## src/rtl/mux_rr_arb.sv

```systemverilog
// mux_rr_arb
//   N-channel registered multiplexer with per-channel valid/ready handshakes
//   and a built-in arbiter (round-robin or fixed priority). Several producer
//   streams are merged into one consumer stream. The chosen beat is captured
//   in a single output register together with the index of its source.
//
// Parameters
//   WIDTH     data width per channel (>= 1)
//   CHANNELS  number of input channels (power of two, >= 2)
//   SEL_W     select width, log2(CHANNELS)
//
// Ports
//   clk        rising-edge clock
//   rst_n      asynchronous active-low reset
//   in_data    packed channel data, channel k at [k*WIDTH +: WIDTH]
//   in_valid   per-channel beat valid
//   in_ready   per-channel accept (combinational, at most one bit set)
//   mode       0 = round-robin, 1 = fixed priority (lowest index wins)
//   out_data   registered selected data
//   out_sel    index of the channel that supplied out_data
//   out_valid  output beat valid
//   out_ready  consumer accept
module mux_rr_arb #(
  parameter int WIDTH    = 8,
  parameter int CHANNELS = 4,
  parameter int SEL_W    = 2
) (
  input  logic                      clk,
  input  logic                      rst_n,
  input  logic [CHANNELS*WIDTH-1:0] in_data,
  input  logic [CHANNELS-1:0]       in_valid,
  output logic [CHANNELS-1:0]       in_ready,
  input  logic                      mode,
  output logic [WIDTH-1:0]          out_data,
  output logic [SEL_W-1:0]          out_sel,
  output logic                      out_valid,
  input  logic                      out_ready
);

  logic [SEL_W-1:0] last;
  logic [SEL_W-1:0] grant;
  logic [SEL_W-1:0] idx;
  logic             grant_valid;
  logic             load;
  logic [WIDTH-1:0] grant_data;

  // The output register can take a new beat when it is empty or being drained.
  assign load = !out_valid || out_ready;

  // Arbitration. In round-robin the search starts one past the last granted
  // channel; because CHANNELS is a power of two the SEL_W-bit sum wraps
  // naturally. In fixed priority the search simply starts at channel 0.
  always_comb begin
    grant       = '0;
    grant_valid = 1'b0;
    idx         = '0;
    for (int i = 0; i < CHANNELS; i++) begin
      idx = mode ? SEL_W'(i) : last + SEL_W'(i + 1);
      if (!grant_valid && in_valid[idx]) begin
        grant       = idx;
        grant_valid = 1'b1;
      end
    end
  end

  assign grant_data = in_data[int'(grant)*WIDTH +: WIDTH];

  // Only the granted channel sees ready, and only when the output can load.
  // rst_n gating keeps every ready low while reset is held.
  always_comb begin
    in_ready = '0;
    if (rst_n && load && grant_valid) begin
      in_ready[grant] = 1'b1;
    end
  end

  // Output register and round-robin pointer. last starts at the top channel
  // so that channel 0 has first priority after reset. When loading with no
  // valid input only out_valid drops; data and sel keep their old values.
  always_ff @(posedge clk or negedge rst_n) begin
    if (!rst_n) begin
      out_valid <= 1'b0;
      out_data  <= '0;
      out_sel   <= '0;
      last      <= SEL_W'(CHANNELS - 1);
    end else if (load) begin
      if (grant_valid) begin
        out_valid <= 1'b1;
        out_data  <= grant_data;
        out_sel   <= grant;
        last      <= grant;
      end else begin
        out_valid <= 1'b0;
      end
    end
  end

endmodule

```

## config.mk

```make
export PLATFORM = sky130hd
export DESIGN_NAME = mux_rr_arb
export DESIGN_NICKNAME = d
export VERILOG_FILES = /design/src/rtl/mux_rr_arb.sv
export SDC_FILE = /design/constraint.sdc
export NUM_CORES = 1
export LEC_CHECK = 0
export BUFFER_PORTS_ARGS = -buffer_cell sky130_fd_sc_hd__buf_2
export CAP_MARGIN = 5
export CORE_ASPECT_RATIO = 0.8
export CORE_MARGIN = 2
export CORE_UTILIZATION = 30
export CTS_BUF_LIST = sky130_fd_sc_hd__clkbuf_16
export CTS_CLUSTER_DIAMETER = 200
export CTS_CLUSTER_SIZE = 24
export DETAILED_ROUTE_END_ITERATION = 6
export PLACE_DENSITY_LB_ADDON = 0.05
export SETUP_SLACK_MARGIN = 0.05
export SLEW_MARGIN = 20
export SYNTH_ARGS = -nofsm -noshare
export SYNTH_HDL_FRONTEND = slang
export SYNTH_SLANG_ARGS = --single-unit
```

## constraint.sdc

```tcl
create_clock -name clk -period 2.8 [get_ports clk]
set_input_delay 0.14 -clock clk [delete_from_list [all_inputs] [get_ports clk]]
set_output_delay 0.14 -clock clk [all_outputs]
set_load 0.05 [all_outputs]
```

==> qor.yml <==
hold_class: "input port to flop"
max_freq_mhz: 379.0
reg2reg_slack_ps: 330
worstMarginPinSlew_ps: 499.3
synth_area_leaders: "dfrtp_1 23%, mux2i_1 14%, o221ai_2 11%"
setup_slack_ps: 161.2
cts_buffers: 3
netlist_instances: 118
first_iter_violations: 20
gr-usage-met2_pct: 21.43
h-tree-depth: 1
dpl_worst_slack_ps: 301.3
async_reset_ff_share_pct: 100.0
grt_pass1_vias: 1034
diodes: 0
synth.most_common_cell: "mux2i_1"
syn_area_mm2: 0.001179
hp-start: "out_ready"
p_per_area_mw_per_mm2: 774.4
cp-end-kind: "output port"
coreArea_mm2: 0.003779
synth_nets: 158
fp-row-count: 20
yosysSeqAreaShare_pct: 27.81
synth-main-ff-cell: "dfrtp_1"
clock_latency_ps: 240
utilization_pct: 41.13
status: "finished, final reports clean"
fin_tns_setup_ps: 0
antenna_left: 0
worstSetupPathType: "flop to output port"
slew_headroom_pct: 66.41
grt_use_met3_pct: 4.384
yosys_warnings: 0
cts_buffer_depth: 2
hpwl_mm: 2.360
whs_path_depth: 4
ys_types: 43
antenna_found_initial: 0
vias_per_cell: 5.023
final.period_utilization_pct: 94.24
die_h_um: 60.06
use_met1_pct: 20.54
clk_pin_slew_ps: 50
num_vias: 1115
timing.rr.end: "out_data[4]$_DFFE_PN0P_"
io_pins: 55
finClkSkew_ps: 4.056
path_max_fanout: 9
routedWlPerCell_um: 13.41
synth_top_cells_by_count: "17 x mux2i_1, 13 x nand2_1, 11 x dfrtp_1, 9 x o221ai_2, 5 x nor3_1"
r2r_cells: 7
tritoncts: "yes"
gp_congestion: 0.8230
grt_max_degree: 18
hold_viol_final: 0
cts_root_buffer: "clkbuf_16"
synth-seq-cells: 13
dpl-instance-area_mm2: 0.001463
setup_viol: 0
finalCriticalPeriod_ps: 2639
p_leak_nw: 0.7307
whs_endpoint: "out_valid$_DFFE_PN0N_"
busiest_layer: "met2"
maxCapViolCount: 0
io_buffers: 54
track_usage_pct: 14.40
irDropWorstVdd_mv: 0.3994
start_kind: "flop"
synth_top_area_share_pct: 23.35
avgSynthCellArea_um2: 9.988
grt_pass1_wl_mm: 4.816
hold_slack_ps: 162.8
routed_wirelength_mm: 2.978
die_area_mm2: 0.004449
synth_edf_count: 0
nNetsFinal: 208
area_delta_synth_final_pct: 31.85
rsz0062_at_grt: "no"
first_pass_iters: 4
overflow: 0
arrival_ps: 2500
crit_start: "last[1]$_DFFE_PN1P_"
drive_above_1_share_pct: 49.10
fin_area_mm2: 0.001554
initial_utilization_pct: 31.19
cts.sinks: 13
post-route-drc-count: 0
cts_setup_buffers: 0
die_w_um: 74.08
crit_required_ps: 2660
slew_viol_final: 0
rr_startpoint: "last[1]$_DFFE_PN1P_"
synth_top_cell_by_area: "dfrtp_1"
[state kept, by name (all words and copies together) (netlist names)]
register and cells:
out_data 8, out_valid 1, out_sel 2, last 2
[cells by family after synthesis]
kind of cell	after synthesis	synth area share [%]
AOI/OAI and AO/OA	35	29.20
and+or+nand+nor	35	17.62
DFF	13	27.81
muxes	19	17.30
buffers and inverters	16	8.068
[where the power goes]
| part | internal (mW) | total, mW | leakage, nW | switching [mW] |
|---|---|---|---|---|
| combinational | 0.214 | 0.638 | 0.536 | 0.424 |
| clock | 0.188 | 0.263 | 0.0423 | 0.0751 |
| sequential | 0.252 | 0.303 | 0.152 | 0.0508 |
[final cells by class]
class,count,area (um2)
clock buffer,3,75.07
clock inverter,1,3.754
fill,392,2225
inverter,5,18.77
multi-input combinational,89,769.5
sequential,13,327.8
tap,55,68.82
timing repair buffer,56,290.3
[worst max-delay path by stage]
stage | slack (ps) | cells after the start | to
after detailed placement | 300 | 7 | out_data[4]$_DFFE_PN0P_
after floorplan | 250 | 8 | in_ready[1]
final | 160 | 8 | in_ready[1]
after CTS | 120 | 8 | in_ready[1]
after global placement | 360 | 7 | out_data[4]$_DFFE_PN0P_
after global routing | 60 | 8 | in_ready[1]
[metrics by stage]
step                std cells  power [mW]
floorplan                 118      0.8137
global placement          217      0.9420
detailed placement        217      0.9497
CTS                       222       1.222
global route              222       1.283
finish                    222       1.203
[critical path: stages, from the launching register on]
cell and delay (ps):
dfstp_2 630, nor4bb_2 350, a41oi_2 90, nor3_2 200, o221ai_2 130, a32oi_4 350, inv_2 70, nor3_2 180
clkbuf_4 250
[cell usage in the layout, fill, tap and decap left out, types with 2 or more instances in the layout]
cell type,netlist,final
a21o_1,4,4
a21oi_1,4,4
a32oi_1,3,3
buf_2,4,53
clkbuf_16,0,3
dfrtp_1,11,11
dfstp_2,2,2
inv_1,4,5
mux2i_1,17,17
nand2_1,13,13
nand3b_1,2,2
nor2_1,3,3
nor2_4,2,2
nor3_1,5,3
nor3_2,1,3
o21ai_0,2,2
o21ai_1,3,2
o21ai_2,1,2
o221ai_2,9,9
[repair_timing]
item,in CTS,in global routing
resized for setup,0,1
endpoints found under the hold margin,11,0
setup endpoints to repair,0,1
hold buffers,1,0
[routing by layer]
layer	vias up	wire length, um
met5	-	0
met4	0	18
met3	2	192
met2	38	1341
met1	526	1426
li1	549	-
(Power assumes the default switching activity.)
